## config.mk

```make
export PLATFORM = sky130hd
export DESIGN_NAME = dcache_controller
export DESIGN_NICKNAME = d
export VERILOG_FILES = /design/src/rtl/dcache_controller.sv
export SDC_FILE = /design/constraint.sdc
export NUM_CORES = 2
export LEC_CHECK = 0
export CELL_PAD_IN_SITES_DETAIL_PLACEMENT = 0
export CELL_PAD_IN_SITES_GLOBAL_PLACEMENT = 1
export CORE_MARGIN = 4
export CORE_UTILIZATION = 43
export DETAILED_ROUTE_END_ITERATION = 10
export PLACE_DENSITY = 0.76
export SLEW_MARGIN = 20
export SYNTH_ARGS = -nofsm -noshare
export SYNTH_HDL_FRONTEND = slang
export SYNTH_MEMORY_MAX_BITS = 65536
export SYNTH_SLANG_ARGS = --single-unit
```

## constraint.sdc

```tcl
create_clock -name clk_i -period 7.46 [get_ports clk_i]
set_clock_uncertainty 0.2 [all_clocks]
set_input_delay 1.865 -clock clk_i [delete_from_list [all_inputs] [get_ports clk_i]]
set_output_delay 1.865 -clock clk_i [all_outputs]
set_load 0.05 [all_outputs]
```

## src/rtl/dcache_controller.sv

```systemverilog
// Direct-mapped, write-back, write-allocate data cache (16 lines x 32 bytes) between
// the CPU MEM stage and a 256-bit line-wide memory with a request/acknowledge handshake.
module dcache_controller (
    input  logic         clk_i,
    input  logic         rst_i,
    input  logic         cpu_req_i,
    input  logic         cpu_write_i,
    input  logic [31:0]  cpu_addr_i,
    input  logic [31:0]  cpu_data_i,
    output logic [31:0]  cpu_data_o,
    output logic         cpu_stall_o,
    output logic         mem_enable_o,
    output logic         mem_write_o,
    output logic [31:0]  mem_addr_o,
    output logic [255:0] mem_data_o,
    input  logic [255:0] mem_data_i,
    input  logic         mem_ack_i
);

    typedef enum logic [2:0] {
        IDLE,
        MISS,
        WRITEBACK,
        READMISS,
        READMISSOK
    } state_t;

    state_t state, state_next;

    logic [15:0]  valid;
    logic [15:0]  dirty;
    logic [22:0]  tag  [16];
    logic [255:0] data [16];

    logic [3:0]  index;
    logic [2:0]  word;
    logic [22:0] req_tag;
    logic [7:0]  word_lsb;
    logic        hit;
    logic        write_hit;
    logic        refill_done;
    logic        unused_addr;

    assign index       = cpu_addr_i[8:5];
    assign word        = cpu_addr_i[4:2];
    assign req_tag     = cpu_addr_i[31:9];
    assign word_lsb    = {word, 5'b0};
    assign unused_addr = ^cpu_addr_i[1:0];

    assign hit         = valid[index] && (tag[index] == req_tag);
    assign write_hit   = (state == IDLE) && cpu_req_i && cpu_write_i && hit;
    assign refill_done = (state == READMISS) && mem_ack_i;

    always_ff @(posedge clk_i) begin
        if (rst_i) begin
            state <= IDLE;
            valid <= '0;
            dirty <= '0;
        end else begin
            state <= state_next;
            if (write_hit) begin
                dirty[index] <= 1'b1;
            end
            if (state == WRITEBACK && mem_ack_i) begin
                dirty[index] <= 1'b0;
            end
            if (refill_done) begin
                valid[index] <= 1'b1;
                dirty[index] <= 1'b0;
            end
        end
    end

    // NOTE: tag and data arrays are deliberately left out of reset; valid gates every use
    // of them, and an unreset array can map onto plain RAM.
    always_ff @(posedge clk_i) begin
        if (refill_done) begin
            tag[index]  <= req_tag;
            data[index] <= mem_data_i;
        end else if (write_hit) begin
            data[index][word_lsb +: 32] <= cpu_data_i;
        end
    end

    // NOTE: every output and next-state is given a default first so no path infers a latch.
    always_comb begin
        state_next   = state;
        cpu_stall_o  = 1'b0;
        cpu_data_o   = '0;
        mem_enable_o = 1'b0;
        mem_write_o  = 1'b0;
        mem_addr_o   = '0;
        mem_data_o   = '0;
        case (state)
            IDLE: begin
                if (cpu_req_i) begin
                    if (hit) begin
                        if (!cpu_write_i) begin
                            cpu_data_o = data[index][word_lsb +: 32];
                        end
                    end else begin
                        cpu_stall_o = 1'b1;
                        state_next  = MISS;
                    end
                end
            end
            MISS: begin
                cpu_stall_o = 1'b1;
                state_next  = (valid[index] && dirty[index]) ? WRITEBACK : READMISS;
            end
            WRITEBACK: begin
                cpu_stall_o  = 1'b1;
                mem_enable_o = 1'b1;
                mem_write_o  = 1'b1;
                mem_addr_o   = {tag[index], index, 5'b0};
                mem_data_o   = data[index];
                if (mem_ack_i) begin
                    state_next = MISS;
                end
            end
            READMISS: begin
                cpu_stall_o  = 1'b1;
                mem_enable_o = 1'b1;
                mem_addr_o   = {req_tag, index, 5'b0};
                if (mem_ack_i) begin
                    state_next = READMISSOK;
                end
            end
            READMISSOK: begin
                cpu_stall_o = 1'b1;
                state_next  = IDLE;
            end
            default: begin
                state_next = IDLE;
            end
        endcase
    end

endmodule

```

* Yosys cells after proc, flatten, opt, wreduce, memory -nomap -nowiden
Memory sizes are Yosys's and may differ from the RTL's.
Cells that the tools add are included.
** Cells by class
- $add $sub $neg :: 1
- $lt $le $gt $ge :: 2
- Equality and inequality tests :: 9
- Shift-type cells :: 3
- Multiplexer cells :: 289
- Bitwise operators :: 261
- Reduce and logical (&&, ||, !) cells :: 12
** Operators with widths (count)
- $mux W256 :: 2
- $mux W1 :: 268
- $or A1 B1 Y1 :: 256
- $shift A32 B10 Y256 const A :: 1
- $shiftx A256 B9 Y32 :: 1
- $shiftx A32 B10 Y256 :: 1
- $mux W32 :: 4
- $mux W16 :: 5
- $pmux W32 S2 :: 1
- $and A16 B16 Y16 :: 2
- $or A16 B16 Y16 :: 2
- $eq A23 B23 Y1 :: 1
- $not A16 Y16 :: 1
- $mux W3 :: 4
- $pmux W3 S4 :: 1
- $neg A8 Y10 :: 1
- $bmux W1 S4 :: 2
- $logic_and A1 B1 Y1 :: 8
- $ne A2 B2 Y1 const B :: 4
- $eq A3 B2 Y1 const B :: 2
- $lt A4 B5 Y1 const B :: 1
- $demux W1 S4 :: 1
- $ge A4 B1 Y1 const B :: 1
- $reduce_and A4 Y1 :: 1
- 6 further kinds :: 6
** Storage, ports and cells
- Bits in registers :: 35
- RAM bits :: 4464
- Input port bits :: 325
- Output and inout port bits :: 323
- Logic and storage cells :: 582
- Memories kept :: 2
** Memories
- data :: words 16, bits a word 256, read ports 1, clocked after memory_dff 0, wr ports 1, line 33 : logic [255:0] data [16];
- tag :: words 16, bits a word 23, read ports 1, clocked after memory_dff 0, wr ports 1, line 32 : logic [22:0] tag [16];

* Depth between registers and ports, before layout
- Word-level depth :: 12
- Gate-level depth with buffers :: 16
- Mapped depth without buffers :: 8

* Least setup slack after synthesis
No wires, ideal clock.
- Path type :: input to output
- Start :: in cpu_addr_i[7]
- End :: out cpu_data_o[10]
- Arrival time :: 5.397 ns
- Required time :: 5.395 ns
- Path slack :: -0.002 ns
- Stages :: 15
- Cells stage by stage :: buf_4 -> buf_6 -> buf_4 -> buf_4 -> buf_1 -> mux4_2 -> a22oi_1 -> nand2_1 -> xnor2_1 -> nand3_1 -> nor4_2 -> buf_2 -> nand4b_1 -> buf_2 -> a21oi_1
** Between the ends
- Cells in the longest elaborated chain, start to end :: 6
- Elaborated cells on any way between the ends :: 11
- Those cells by class :: eq/ne (1); shift (1); mux (6); reduce/logical (1); memory (2)
** Ends and longest elaborated chain
- start, declared :: line 8 : input logic [31:0] cpu_addr_i,
- $mem_v2 Z16 W256, or another cell as far along
- $shiftx A256 B9 Y32, or another cell as far along :: line 99 : cpu_data_o = data[index][word_lsb +: 32];
- $mux W32 / $logic_and A1 B1 Y1 (equally long branches) :: line 98, 50
- $mux W32 (*) :: line 97 : if (hit) begin
- $mux W32 (*) :: line 96 : if (cpu_req_i) begin
- $mux W32 (*) :: line 94 : case (state)
- end, declared :: line 10 : output logic [31:0] cpu_data_o,
Every way passes the cells marked *; elsewhere a longest branch is shown, timed or not. The select of a mux whose other input is x is not followed.

* Worst setup path in the final report
- Start :: in cpu_addr_i[5]
- End :: out cpu_data_o[16]
The elaborated chain is that of the path after synthesis.

==> impl_metrics.toml <==
[floorplanning]
dieArea_sq_um = 426500
dieWidth_um = 653.1
core_area_sq_um = 413700
die_h_um = 653.1
initial_core_util = 0.4325
rows = 236
io_pins = 648

[synth]
ys_ff_latch = 4499
synth.most_common_cell = "edfxtp_1"
synth-edff-count = 4464
seq_area_frac_synth = 0.7531
async_flop_share = 0
synth_common_cells = "edfxtp_1 (4,464), mux4_2 (1,417), mux2i_1 (270)"
yosysWarnings = 0
netlist_area_sq_um = 178900
synthDistinctLibCells = 64
synth_area_leader_cell = "edfxtp_1"
netlist_instances = 7989
yosysTopAreaCellShare = 0.7492
synth_area_per_cell_sq_um = 22.40
synth.top_cells.by_area = "edfxtp_1 (75%), mux4_2 (18%), mux2i_1 (1.5%)"
synthFlopType = "edfxtp_1"

[pwr]
cellLeakagePower_nw = 68.20
net-switching-power_mw = 12.47
p_clk_frac = 0.407
sequentialPowerShare = 0.509
pwr-share-comb = 0.084
power.density_nw_per_um2 = 255.2
intPower_mw = 42.26
irDropWorstVdd_v = 0.0002277
switching_share = 0.2278

[sta]
rsz0062_at_grt = "no"
holdWs_ns = 0.2760
final_hold_viol_count = 0
finalMaxSlewViolations = 0
finalSetupTns_ns = 0
fin_crit_sh = 0.9967
fmax_mhz = 134.5
tightest_slew_ns = 1.193
setup_viol = 0
layout_min_cycle_time_ns = 7.436
slew-limit-headroom = 0.2030

[detailed_routing]
avgViaCountPerCell = 6.092
num_vias = 92870
wl_per_cell_um = 37.38
initialDrtViolationCount = 13410
drc = 0
dr.pass1.iters = 7
routed_wl_mm = 569.9
drtAntennaViolNets = 0

[min_path]
worstHoldEndpoint = "valid[4]$_SDFFE_PP0P_"
hold_path_class = "flop to flop"
min_from = "valid[4]$_SDFFE_PP0P_"
holdPathStages = 2

[cells_and_area]
multi_input_area_sq_um = 42960
post-route-util = 0.5184
seqCellArea_sq_um = 134800
nets = 9656
layout-drive-gt1-share = 0.3477
syn2layout_area_growth_pct = 19.86
fill_cells = 31270
stdcell_count = 15240

[global_routing]
gr-total-overflow = 0
gr-usage-all-layers = 0.2633
grt_pass1_vias = 91650
grt_max_degree = 120
grt_pass1_wl_mm = 769.8
antenna_found_initial = 54

[placed_design]
gp_congestion = 0.9027
dp.cells = 14360
numPortBuffers = 640
dp_hpwl_mm = 374.3

[clocking]
cts_tree = "yes"
cts_inserted_buffers = 432
cts_buffer_depth = 4
cts-root-buf = "clkbuf_16"
clk_pin_slew_worst_paths_ns = 0.06
cts.sinks = 4499
clk_latency_ns = 1.00
h-tree-depth = 5

[worst_setup_path]
rr_startpoint = "tag[13][16]$_DFFE_PP_"
rrSetupSlack_ns = 2.44
worstPathArrival_ns = 5.37
cp_cell_sequence = "buf_16, buf_16, buf_4, buf_12, buf_12, mux4_2, mux4_2, mux4_2, nand2_1, a21oi_2, buf_4, buf_4"
critPathCaptureType = "output port"
rr_worst_depth = 10
cp_max_fo = 11
cp_slowest_stage_delay_ns = 0.72
critPathKind = "input port to output port"
cp.required_ns = 5.39
reg2reg_to = "data[9][77]$_DFFE_PP_"
slowest_stage = "mux4_2"
start_kind = "input port"

[run]
cap_viol_max_count = 0

[run_status]
status = "completed"
## placed cells by master (no fill, tap or decap), types with 75 or more instances in the layout
cell / count
edfxtp_1: 4464
mux4_2: 1417
buf_4: 773
clkbuf_16: 442
clkdlybuf4s50_1: 340
and2_1: 267
buf_12: 244
mux2i_1: 243
inv_1: 216
nand2_1: 214
a21oi_4: 128
clkinv_1: 98
clkinv_2: 86
diode_2: 77
clkbuf_1: 75
## routing by layer
| metal | global-route usage | vias up | part of all wire |
|---|---|---|---|
| li1 | - | 36300 | - |
| met1 | 0.3248 | 49050 | 0.34 |
| met2 | 0.4083 | 6364 | 0.47 |
| met3 | 0.07334 | 1132 | 0.11 |
| met4 | 0.1750 | 24 | 0.083 |
| met5 | 0 | - | 0.00029 |
## kinds of logic (layout without fill, tap and decap cells)
| family | Yosys count | in the layout | share of synthesized area |
|---|---|---|---|
| buffers and inverters | 698 | 2398 | 0.01707 |
| AO/OA/AOI/OAI | 288 | 288 | 0.009629 |
| flip-flops | 4499 | 4499 | 0.7531 |
| AND/OR/NAND/NOR | 723 | 723 | 0.02092 |
| XOR/XNOR | 17 | 17 | 0.0008321 |
| other | 1 | 82 | 0.00002096 |
| adder cells (fa/ha/maj) | 5 | 5 | 0.0003496 |
| multiplexers | 1758 | 1758 | 0.1981 |
## cell type report
cell class | instances | area share
well taps | 5474 | 0.03194
flip-flops and latches | 4499 | 0.6283
inverters | 219 | 0.003845
diodes | 77 | 0.0008985
clock buffers | 514 | 0.05254
repair buffers | 1378 | 0.06757
multi-input cells | 2796 | 0.2003
clock inverters | 287 | 0.01457
## worst max-delay path, delay by kind of cell
kind	cells	cell delay, ns
simple gates	1	0.18
buf+inv	7	1.27
mux	3	1.87
compound gates	1	0.09
## state kept, by name, indices dropped and copies added (netlist names), named ones only
register / cells
data: 4096
state: 3
tag: 368
valid: 16
## worst max-delay path by stage
stage             startpoint        endpoint  slack (ns)  depth (start not counted)
5_1_grt        cpu_addr_i[7]  cpu_data_o[18]       0.006                         13
2_1_floorplan  cpu_addr_i[7]  cpu_data_o[10]      -0.002                         15
3_3_place_gp   cpu_addr_i[5]  cpu_data_o[14]       -0.06                         13
4_1_cts        cpu_addr_i[5]   cpu_data_o[5]       0.008                         12
6_report       cpu_addr_i[5]  cpu_data_o[16]        0.02                         12
3_5_place_dp   cpu_addr_i[5]  cpu_data_o[20]       -0.16                         13
## repair_timing
item | CTS | global route
setup buffers | 0 | 4
gates cloned | 0 | 3
gates resized for setup | 9 | 21
hold buffers | 0 | 0
setup endpoints to repair | 25 | 24
pin swaps | 1 | 2
## power groups by stage
stage                     logic [mW]  clock network [mW]  registers (mW)
final                           4.60                22.3            27.8
after global routing            4.70                23.6            27.8
after CTS                       4.54                22.5            27.8
after detailed placement        4.52                   0            28.4
after global placement          4.44                   0            28.4
after floorplan                 2.27                   0            28.4
## metrics by stage
stage	setup slack (ns)	total power, mW	instance area, sq um
3_5_place_dp	-0.1624	32.90	199600
2_1_floorplan	-0.002392	30.66	178900
6_report	0.02435	54.73	214500
4_1_cts	0.007684	54.86	214000
5_1_grt	0.005508	56.13	214300
3_3_place_gp	-0.06066	32.82	199500
Power figures use the tool's default switching activity.
